### config.mk
export PLATFORM = sky130hd
export DESIGN_NAME = mips_run_ctrl
export DESIGN_NICKNAME = d
export VERILOG_FILES = /design/src/rtl/mips_run_ctrl.sv
export SDC_FILE = /design/constraint.sdc
export NUM_CORES = 1
export LEC_CHECK = 0
export ABC_AREA = 1
export ABC_CLOCK_PERIOD_IN_PS = 1800
export BUFFER_PORTS_ARGS = -buffer_cell sky130_fd_sc_hd__buf_2
export CAP_MARGIN = 10
export CORE_MARGIN = 8
export CORE_UTILIZATION = 45
export CTS_CLUSTER_DIAMETER = 50
export DETAILED_ROUTE_END_ITERATION = 16
export GPL_ROUTABILITY_DRIVEN = 1
export PLACE_DENSITY = 0.75
export SLEW_MARGIN = 20
export SYNTH_ARGS = -nofsm -noshare
export SYNTH_HDL_FRONTEND = slang
export SYNTH_SLANG_ARGS = --single-unit
export TNS_END_PERCENT = 5
### constraint.sdc
create_clock -name clk -period 1.8 [get_ports clk]
set_input_delay 0.09 -clock clk [delete_from_list [all_inputs] [get_ports clk]]
set_output_delay 0.09 -clock clk [all_outputs]
set_load 0.005 [all_outputs]
### src/rtl/mips_run_ctrl.sv
// Run controller for mips_top: holds the core in reset, lets it run to HALT_PC or a cycle budget,
// then reads every register through the ra3/rd3 debug port and streams them out over valid/ready.
module mips_run_ctrl #(
    parameter logic [31:0] HALT_PC    = 32'h58,
    parameter int          MAX_CYCLES = 1000,
    parameter int          RST_CYCLES = 2,
    parameter int          CNT_W      = 16
) (
    input  logic             clk,
    input  logic             rst,
    input  logic             start,
    output logic             core_rst,
    input  logic [31:0]      pc_current,
    input  logic             we_dm,
    output logic [4:0]       ra3,
    input  logic [31:0]      rd3,
    output logic             dump_valid,
    input  logic             dump_ready,
    output logic [4:0]       dump_idx,
    output logic [31:0]      dump_data,
    output logic             dump_last,
    output logic             busy,
    output logic             done,
    output logic             timeout,
    output logic [CNT_W-1:0] cycle_count,
    output logic [CNT_W-1:0] store_count
);

    typedef enum logic [2:0] {
        S_IDLE,
        S_RESET,
        S_RUN,
        S_DUMP_REQ,
        S_DUMP_OUT,
        S_DONE
    } state_t;

    localparam int              RC_W     = (RST_CYCLES > 1) ? $clog2(RST_CYCLES) : 1;
    localparam logic [RC_W-1:0] RST_LAST = RC_W'(RST_CYCLES - 1);
    localparam logic [31:0]     MAX_C    = 32'(MAX_CYCLES);

    state_t          state;
    logic [RC_W-1:0] rst_cnt;
    logic [31:0]     next_cycles;

    function automatic logic [CNT_W-1:0] sat_inc(input logic [CNT_W-1:0] v);
        return (&v) ? v : v + 1'b1;
    endfunction

    // Unsaturated view of the count after this RUN cycle, used for the budget test.
    assign next_cycles = 32'(cycle_count) + 32'd1;
    assign dump_last   = dump_valid && (dump_idx == 5'd31);

    always_ff @(posedge clk) begin
        if (rst) begin
            state       <= S_IDLE;
            core_rst    <= 1'b1;
            ra3         <= 5'd0;
            dump_valid  <= 1'b0;
            dump_data   <= 32'd0;
            dump_idx    <= 5'd0;
            busy        <= 1'b0;
            done        <= 1'b0;
            timeout     <= 1'b0;
            cycle_count <= '0;
            store_count <= '0;
            rst_cnt     <= '0;
        end else begin
            case (state)
                S_IDLE, S_DONE: begin
                    if (start) begin
                        state       <= S_RESET;
                        core_rst    <= 1'b1;
                        busy        <= 1'b1;
                        done        <= 1'b0;
                        timeout     <= 1'b0;
                        cycle_count <= '0;
                        store_count <= '0;
                        dump_idx    <= 5'd0;
                        rst_cnt     <= '0;
                    end
                end
                S_RESET: begin
                    if (rst_cnt == RST_LAST) begin
                        state    <= S_RUN;
                        core_rst <= 1'b0;
                    end else begin
                        rst_cnt <= rst_cnt + 1'b1;
                    end
                end
                S_RUN: begin
                    if (pc_current == HALT_PC) begin
                        state <= S_DUMP_REQ;
                        ra3   <= dump_idx;
                    end else begin
                        cycle_count <= sat_inc(cycle_count);
                        if (we_dm) begin
                            store_count <= sat_inc(store_count);
                        end
                        if (next_cycles >= MAX_C) begin
                            timeout <= 1'b1;
                            state   <= S_DUMP_REQ;
                            ra3     <= dump_idx;
                        end
                    end
                end
                // ra3 already points at dump_idx here, so rd3 has had a full cycle to settle.
                S_DUMP_REQ: begin
                    ra3        <= dump_idx;
                    dump_data  <= rd3;
                    dump_valid <= 1'b1;
                    state      <= S_DUMP_OUT;
                end
                S_DUMP_OUT: begin
                    if (dump_ready) begin
                        dump_valid <= 1'b0;
                        if (dump_idx == 5'd31) begin
                            state <= S_DONE;
                            busy  <= 1'b0;
                            done  <= 1'b1;
                        end else begin
                            dump_idx <= dump_idx + 5'd1;
                            ra3      <= dump_idx + 5'd1;
                            state    <= S_DUMP_REQ;
                        end
                    end
                end
                default: state <= S_IDLE;
            endcase
        end
    end

endmodule

---- Yosys cells after proc, flatten, opt, wreduce, memory -nomap -nowiden ----
Cells that the tools add are included.
word-level totals
  register bits after elaboration ......... 83
  bits of input ports ..................... 69
  output and inout bits ................... 80
  logic and storage cells ................. 95
cells by class
  add/sub/neg operators ................... 5
  order comparisons ....................... 1
  eq/ne operators ......................... 18
  muxes and demuxes ....................... 39
  reduce and logical (&&, ||, !) cells .... 20
operator list
  kind                     count
  $mux W16                 6
  $pmux W16 S2             2
  $add A16 B1 Y16 const B  2
  $eq A32 B7 Y1 const B    1
  $reduce_and A16 Y1       2
  $mux W5                  5
  $reduce_and A4 Y1        6
  $ne A2 B2 Y1 const B     10
  $mux W3                  6
  $add A16 B1 Y17 const B  1
  $ge A17 B10 Y1 const B   1
  $pmux W3 S5              1
  $pmux W5 S3              1
  $pmux W1 S2              6
  $mux W1                  11
  $pmux W5 S2              1
  $reduce_bool A2 Y1       4
  $eq A3 B2 Y1 const B     2
  $eq A3 B3 Y1 const B     2
  $add A5 B1 Y5 const B    1
  $eq A5 B5 Y1 const B     1
  $reduce_and A5 Y1        1
  $reduce_and A2 Y1        2
  $eq A3 B1 Y1 const B     1
  7 further kinds          7

---- Logic depth before layout (Yosys ltp) ----
Gate-level depths: netlist of the first run.
  depth in word-level cells ............... 5
  gate-level depth with buffers ........... 14
  gate-level depth less buffers ........... 13

---- Worst setup path after synthesis of the first run ----
Ideal clock, no wire load.
  path kind ............................... register -> register
  start ................................... reg cycle_count[0]
  end ..................................... reg ra3[0]
  library setup time ...................... 0.115 ns
  arrival time ............................ 1.735 ns
  required time ........................... 1.685 ns
  path slack .............................. -0.050 ns
  cell stages (with the launch flop) ...... 11
  path buffers ............................ 1
  period minus slack after synthesis ...... 1.850 ns
  path through ............................ dfxtp_1 -> ha_1 -> nand2_1 -> nor2_1 -> nand3_1 -> xnor2_1 -> nor2_2 -> nand4_4 -> buf_6 -> a21oi_1 -> nor2_1
on the way
  cells in the longest elaborated chain, start to end .. 4
ends and longest elaborated chain
  item                         line  source
  start, declared              25    output logic [CNT_W-1:0] cycle_count,
  start signal, assigned       96    cycle_count <= sat_inc(cycle_count);
  $add A16 B1 Y17              51    assign next_cycles = 32'(cycle_count) + 32'd1;
  $ge A17 B10 Y1               100   if (next_cycles >= MAX_C) begin
  $ne A3 B3 Y1 (no line)       --
  $reduce_and A4 Y1 (no line)  --
  end signal, assigned         94    ra3 <= dump_idx;
  end signal, assigned         103   ra3 <= dump_idx;
  end signal, assigned         109   ra3 <= dump_idx;
  end, declared                15    output logic [4:0] ra3,
Every way passes these cells.
A chain may end at the register's enable or synchronous reset.

---- Final worst setup path of the first run ----
  start ................................... reg state[0]
  end ..................................... reg state[0]
on the way
  cells in the longest elaborated chain, start to end .. 4
  elaborated cells on any way between the ends .. 13
  those cells by class .................... eq/ne: 9; mux: 1; reduce/logical: 3
ends and longest elaborated chain
  item                                              line  source
  start, declared                                   42    state_t state;
  start signal, assigned                            56    state <= S_IDLE;
  start signal, assigned                            72    state <= S_RESET;
  start signal, assigned                            85    state <= S_RUN;
  $eq A3 B3 Y1 or $logic_not A3 Y1 (tied branches)  69    case (state)
  $reduce_or A2 Y1                                  69
  $ne A2 B2 Y1 (no line)                            --
  $reduce_and A4 Y1 (no line)                       --
Parallel ways exist; a longest one is shown, timed or not.

==> results of run 1 <==
==> worst min-delay path: cells and delay by family <==
kind	cells	cell delay, ns
buf+inv	1	0.11
simple gates	1	0.11
compound gates	1	0.07
==> routing by layer <==
layer,vias to the layer above,GRT usage (%),part of all wire [%]
met4,0,8.90,1.9
met5,-,0,0
met3,20,6.39,8.4
li1,2458,-,-
met1,2300,23.8,41
met2,190,36.4,49
==> state kept, by name, indices dropped and copies added, names as in the netlist <==
name,flops
done,1
ra3,5
dump_idx,5
cycle_count,16
dump_valid,1
store_count,16
core_rst,1
state,3
rst_cnt,1
dump_data,32
timeout,1
busy,1
==> path summary, 6_finish.rpt <==
check / endpoint / slack, ns / cells after the start
max: state[0] / 0.01 / 11
min: busy / 0.07 / 3
max reg2reg: state[0] / 0.01 / 11
min reg2reg: core_rst / 0.47 / 2
==> cell usage in the layout, fill, tap and decap left out, drive strengths merged, types with 2 or more instances in the layout <==
cell type    instances
a21oi               54
ha                   5
nand3               29
diode                2
nand3b               4
clkbuf               9
nor3                 5
nand2              119
nor2               154
xor2                 8
a211oi               2
dfxtp               83
nand4               15
o21ai               66
dlygate4sd3         32
inv                 53
clkinv               4
xnor2                4
buf                194
==> layout make-up <==
type	count	area, um2	area share (%)
Antenna cell	2	5.00	0.0815
Tap cell	111	139	2.26
Inverter	52	201	3.28
Clock inverter	7	83.8	1.36
Sequential cell	83	1680	27.4
Timing Repair Buffer	226	1460	23.7
Multi-Input combinational cell	468	2450	39.9
Clock buffer	9	124	2.02
==> cells by family after synthesis <==
| logic type | after synthesis | share of synthesized area (%) |
|---|---|---|
| and+or+nand+nor | 325 | 32.9 |
| AOI/OAI and AO/OA | 125 | 15.7 |
| DFF | 83 | 39.5 |
| buffers and inverters | 76 | 7.95 |
| xor gates and xnor gates | 12 | 2.50 |
| adders and majority gates | 5 | 1.49 |
==> metrics by stage <==
stage	power, W	setup WS [ns]	cells
3_3_place_gp	0.00589	-0.00395	900
6_report	0.00790	0.0126	958
4_1_cts	0.00777	-0.000485	954
2_1_floorplan	0.00477	-0.00838	626
3_5_place_dp	0.00600	-0.0673	900
5_1_grt	0.00850	-0.149	958
==> cells in the mapped netlist (3+ instances only) <==
master      n
nand4_1    13
nand2_1   116
nor3_1      3
ha_1        5
a21oi_1    54
nor2_1    150
nand3_1    28
dfxtp_1    83
o21ai_0    62
xnor2_1     4
buf_6       5
xor2_1      8
clkbuf_1   16
nand3b_1    4
inv_1      46
==> timing repair <==
item,4_1_cts,5_1_grt
setup buffers,5,2
hold endpoints to repair,32,0
gates resized for setup,37,35
hold buffers,32,0
gates cloned,1,0
pin swaps,14,16
setup endpoints to repair,23,47
==> where the power goes <==
group / internal (W) / leakage [nW] / switching, W
Combinational: 0.00156 / 2.08 / 0.00222
Clock: 0.000666 / 0.102 / 0.000755
Sequential: 0.00229 / 0.681 / 0.000412
Total: 0.00452 / 2.87 / 0.00339
==> reports/metrics.yaml, run 1 <==
final_layout:
  syn_to_final_growth_pct: 46.1
  nets: 914
  num-fill-cells: 751
  utilization_pct: 67.1
  drive_gt1_share_pct: 33.6
  fin_area_mm2: 0.00614
power:
  p_leak_nw: 2.87
  powerDensity_mw_per_mm2: 1290
  vdd_drop_max_mv: 0.740
sta:
  period_minus_slack_ns: 1.79
  final.setup.tns_ns: 0
  hold_viol: 0
  rsz0062_at_grt: "true"
  whs_ns: 0.0694
  setup_viol: 0
  final-max-slew-violation-count: 0
  tightest_slew_ns: 0.370
  fmax_ghz: 0.559
  slew_headroom_pct: 75.3
  fin_skew_ns: 0.0141
  post-route-period-util_pct: 99.3
detailed_routing:
  wl_um: 13800
  dr.pass1.iters: 5
  drt-wirelength-per-cell_um: 14.4
  drtAntennaViolNets: 0
  vias: 4968
  vias_per_cell: 5.19
  drt_first_iter_violations: 278
  remaining_drc_errors: 0
floorplan:
  die-area_mm2: 0.0127
  coreArea_mm2: 0.00915
  dieHeight_um: 113
  boundaryPins: 149
  row_count: 35
  die_w_um: 113
  start_util_pct: 45.9
placed_design:
  dpl-instance-area_mm2: 0.00529
  port_buffers: 148
  gp_congestion: 0.874
  place_hpwl_um: 9240
critical_path:
  slowest_delay_ns: 0.42
  required_ns: 2.05
  crit_arrival_ns: 2.04
  crit_type: "reg -> reg"
  path_cells: "inv_1, nor2_1, nor2_2, inv_1, nor2_1, a21oi_1, nand2_1, inv_1, nand3_2, nand2_2, nor2_2"
  critPathLaunch: "state[0]"
  cp_top_family: "simple AND/OR/NAND/NOR gates"
  rr_startpoint: "state[0]"
  crit_slowest_cell: "dfxtp_1"
  path_buf_inv: 3
  cp_max_fo: 4
  crit_path_end_kind: "register"
  crit_path_frequent_cell: "inv_1"
  setup.worst_path.start_class: "register"
synth:
  synth_top_area_cell: "dfxtp_1"
  ys_types: 35
  synth_edf_count: 0
  synth-seq-cells: 83
  synth_area_mm2: 0.00420
  synth_area_leaders: "dfxtp_1, nor2_1, nand2_1"
  ys_seq_area_share_pct: 39.5
  synth_fp_nets: 700
  synth.top_cell.area_share_pct: 39.5
  synthCells: 626
  synthArstFlopShare_pct: 0
  synthFlopType: "dfxtp_1"
  ys_warn_count: 0
  synth.avg_cell_area_um2: 6.72
global_route:
  first_global_vias: 4869
  grt_pass1_wl_um: 22500
  grt_max_degree: 35
  antenna_found_initial: 2
  grt_usage_pct: 21.2
  gr-total-overflow: 0
worst_hold_path:
  hp-class: "in -> reg"
  worstHoldStart: "start"
clock_tree:
  htreeDepth: 3
  numClockSinks: 83
  clock_path_buffers: 2
  clockRootBuffer: "clkbuf_8"
  cts_tree: "built"
  clkSlewWorstSetupHoldPaths_ns: 0.09
  clk_latency_ns: 0.35
  numCtsBuffers: 9
flow_run:
  max_cap_violations: 0
status:
  status: "completed"
Note: power is estimated with default switching activity, not from simulation.
==> run 2: changes to the inputs <==
--- a/config.mk
+++ b/config.mk
@@ -5,7 +5,7 @@
 export SDC_FILE = /design/constraint.sdc
 export NUM_CORES = 1
 export LEC_CHECK = 0
-export ABC_AREA = 1
+export ABC_AREA = 0
 export ABC_CLOCK_PERIOD_IN_PS = 1800
 export BUFFER_PORTS_ARGS = -buffer_cell sky130_fd_sc_hd__buf_2
 export CAP_MARGIN = 10
@@ -14,7 +14,7 @@
 export CTS_CLUSTER_DIAMETER = 50
 export DETAILED_ROUTE_END_ITERATION = 16
 export GPL_ROUTABILITY_DRIVEN = 1
-export PLACE_DENSITY = 0.75
+export PLACE_DENSITY = 0.76
 export SLEW_MARGIN = 20
 export SYNTH_ARGS = -nofsm -noshare
 export SYNTH_HDL_FRONTEND = slang
==> run 2 against run 1 <==
Compared with the run above:
- the flow now finishes with violations (setup timing)
- power shrank 40%
- global-route usage grew 0.74 points
- first-iteration DRC count shrank 2.2%
- combinational power shrank 62%
- clock power shrank 8%
- sequential cell count is the same
- final cell count shrank 8.2%
- maximum frequency shrank 16%
- largest cell class unchanged
- highest routed layer unchanged
==> reports/metrics.yaml, run 2 <==
status:
  status: "finished with violations"
  violations: "setup timing"
detailed_routing:
  drtAntennaViolNets: 0
  wl_met2_um: 7330
  drt_first_iter_violations: 272
  remaining_drc_errors: 0
  wl_met3_um: 1090
  dr.pass1.iters: 5
  wl_um: 14500
  wl_met1_um: 5680
  vias_per_cell: 5.53
  dr.max_layer_used: "met4"
  vias: 4860
  drt-wirelength-per-cell_um: 16.5
final_layout:
  final_common_cell: "buf_2"
  nets: 839
  layout_common_cells: "buf_2, nand2_1, buf_4, a21oi_1, dfxtp_1"
  top_regs: "dump_data: 32 flops, cycle_count: 16 flops, store_count: 16 flops"
  top_register: "dump_data"
  fin_area_mm2: 0.00630
  drive_gt1_share_pct: 41.0
  num-fill-cells: 635
  largest_reg_flops: 32
  syn_to_final_growth_pct: 56.7
  utilization_pct: 72.5
  ff_latch_area_mm2: 0.00168
  multi_input_area_mm2: 0.00244
sta:
  hold_viol: 0
  setup_viol: 23
  setup_ws_ns: -0.324
  period_minus_slack_ns: 2.12
  fin_skew_ns: 0.0142
  post-route-period-util_pct: 118
  fmax_ghz: 0.471
  whs_ns: 0.0757
  rsz0062_at_grt: "true"
  slew_headroom_pct: 66.2
  final-max-slew-violation-count: 0
  tightest_slew_ns: 0.494
worst_hold_path:
  hold_depth: 4
  hp-class: "in -> reg"
critical_path:
  crit_path_end_kind: "register"
  reg2reg_depth: 6
  required_ns: 2.08
  setup.worst_path.start_class: "register"
  crit_type: "reg -> reg"
  cp_max_fo: 5
  crit_arrival_ns: 2.40
synth:
  synth_most_common_cell: "nand2_1"
  ys_types: 59
  synth_area_mm2: 0.00402
  synthSimpleGateAreaFrac_pct: 28.4
  synth.avg_cell_area_um2: 7.82
  synthArstFlopShare_pct: 0
  synth_top_area_cell: "dfxtp_1"
  ys_warn_count: 0
  synthFlopType: "dfxtp_1"
  synth_edf_count: 0
  synth_xor_area_share_pct: 1.53
  synthMuxAreaShare_pct: 1.77
  synth_top_family_by_area: "simple AND/OR/NAND/NOR gates"
  synth.top_cell.area_share_pct: 41.3
  yosys-top-cells-count: "nand2_1, dfxtp_1, a21oi_1"
  synth-seq-cells: 83
  synth_compound_area_share_pct: 20.6
  synthCells: 514
  synth_area_leaders: "dfxtp_1, a21oi_1, nand2_1"
  synth_fp_nets: 588
  ys_seq_area_share_pct: 41.3
  synth_fa_ha_area_share_pct: 1.56
clock_tree:
  clkSlewWorstSetupHoldPaths_ns: 0.09
  cts_tree: "built"
  clk_latency_ns: 0.38
  htreeDepth: 3
  clock_path_buffers: 2
  numCtsBuffers: 9
  numClockSinks: 83
  clockRootBuffer: "clkbuf_8"
floorplan:
  die-area_mm2: 0.0122
  row_count: 34
  dieHeight_um: 111
  boundaryPins: 149
  coreArea_mm2: 0.00868
  start_util_pct: 46.3
  die_w_um: 111
placed_design:
  place_hpwl_um: 9960
  port_buffers: 148
  dpl-instance-area_mm2: 0.00548
  gp_congestion: 0.861
global_route:
  first_global_vias: 4789
  gr-total-overflow: 0
  grt_usage_pct: 21.9
  grt_pass1_wl_um: 23000
  grt_max_degree: 35
  antenna_found_initial: 1
flow_run:
  max_cap_violations: 0
power:
  powerDensity_mw_per_mm2: 752
  p_leak_nw: 2.75
  power_w: 0.00474
  vdd_drop_max_mv: 0.513
[run 2: worst paths after layout]
kind	slack (ns)	end	start
worst max-delay path	-0.32	ra3[0]	cycle_count[1]
worst min-delay path	0.08	dump_valid	dump_ready
worst max register to register	-0.32	ra3[0]	cycle_count[1]
worst min register to register	0.46	dump_data[9]	dump_data[9]
[run 2: routing by layer]
metal | GRT usage, % | vias up
li1 | - | 2338
met1 | 24.0 | 2299
met2 | 37.7 | 183
met3 | 7.95 | 40
met4 | 8.47 | 0
met5 | 0 | -
[run 2: logic make-up (layout without fill, tap and decap cells)]
family                     after synthesis  after routing
adders and majority gates                5              5
and+or+nand+nor                        223            223
xor gates and xnor gates                 7              7
muxes                                    7              7
DFF                                     83             83
AOI/OAI and AO/OA                      142            142
other                                    0              1
buffers and inverters                   47            303
[run 2: through the flow]
stage / TNS, ns / instances / setup slack, ns
after detailed placement: -6.27 / 826 / -0.268
after CTS: -2.88 / 874 / -0.227
after global placement: -4.44 / 826 / -0.188
after floorplan: -3.35 / 514 / -0.242
final: -2.86 / 879 / -0.324
after global routing: -4.84 / 879 / -0.353
[run 2: critical path, stage by stage, from the launching register on]
cell and delay (ns):
dfxtp_2 0.37, nand4_1 0.22, nor4_4 0.33, mux2_4 0.34, o211a_4 0.27, a311o_2 0.38
o32ai_1 0.13
[run 2: report_power, final]
| group | total [W] | switching [W] | internal, W |
|---|---|---|---|
| registers | 0.00199 | 0.0000622 | 0.00193 |
| clock network | 0.00130 | 0.000783 | 0.000521 |
| logic | 0.00144 | 0.000770 | 0.000673 |
| total | 0.00474 | 0.00161 | 0.00312 |
[run 2: area by class of cell]
type | instances | share of cell area (%)
Tap cell | 108 | 2.15
Sequential cell | 83 | 26.7
Antenna cell | 1 | 0.0397
Inverter | 15 | 0.894
Timing Repair Buffer | 272 | 28.6
Multi-Input combinational cell | 384 | 38.7
Clock buffer | 9 | 1.97
Clock inverter | 7 | 0.934
[run 2: what timing repair did]
item | in CTS | in global routing
endpoints found under the hold margin | 32 | 0
gates resized for setup | 28 | 39
pin swaps | 16 | 16
buffers inserted | 0 | 4
hold buffers | 32 | 0
endpoints found under the setup margin | 42 | 44
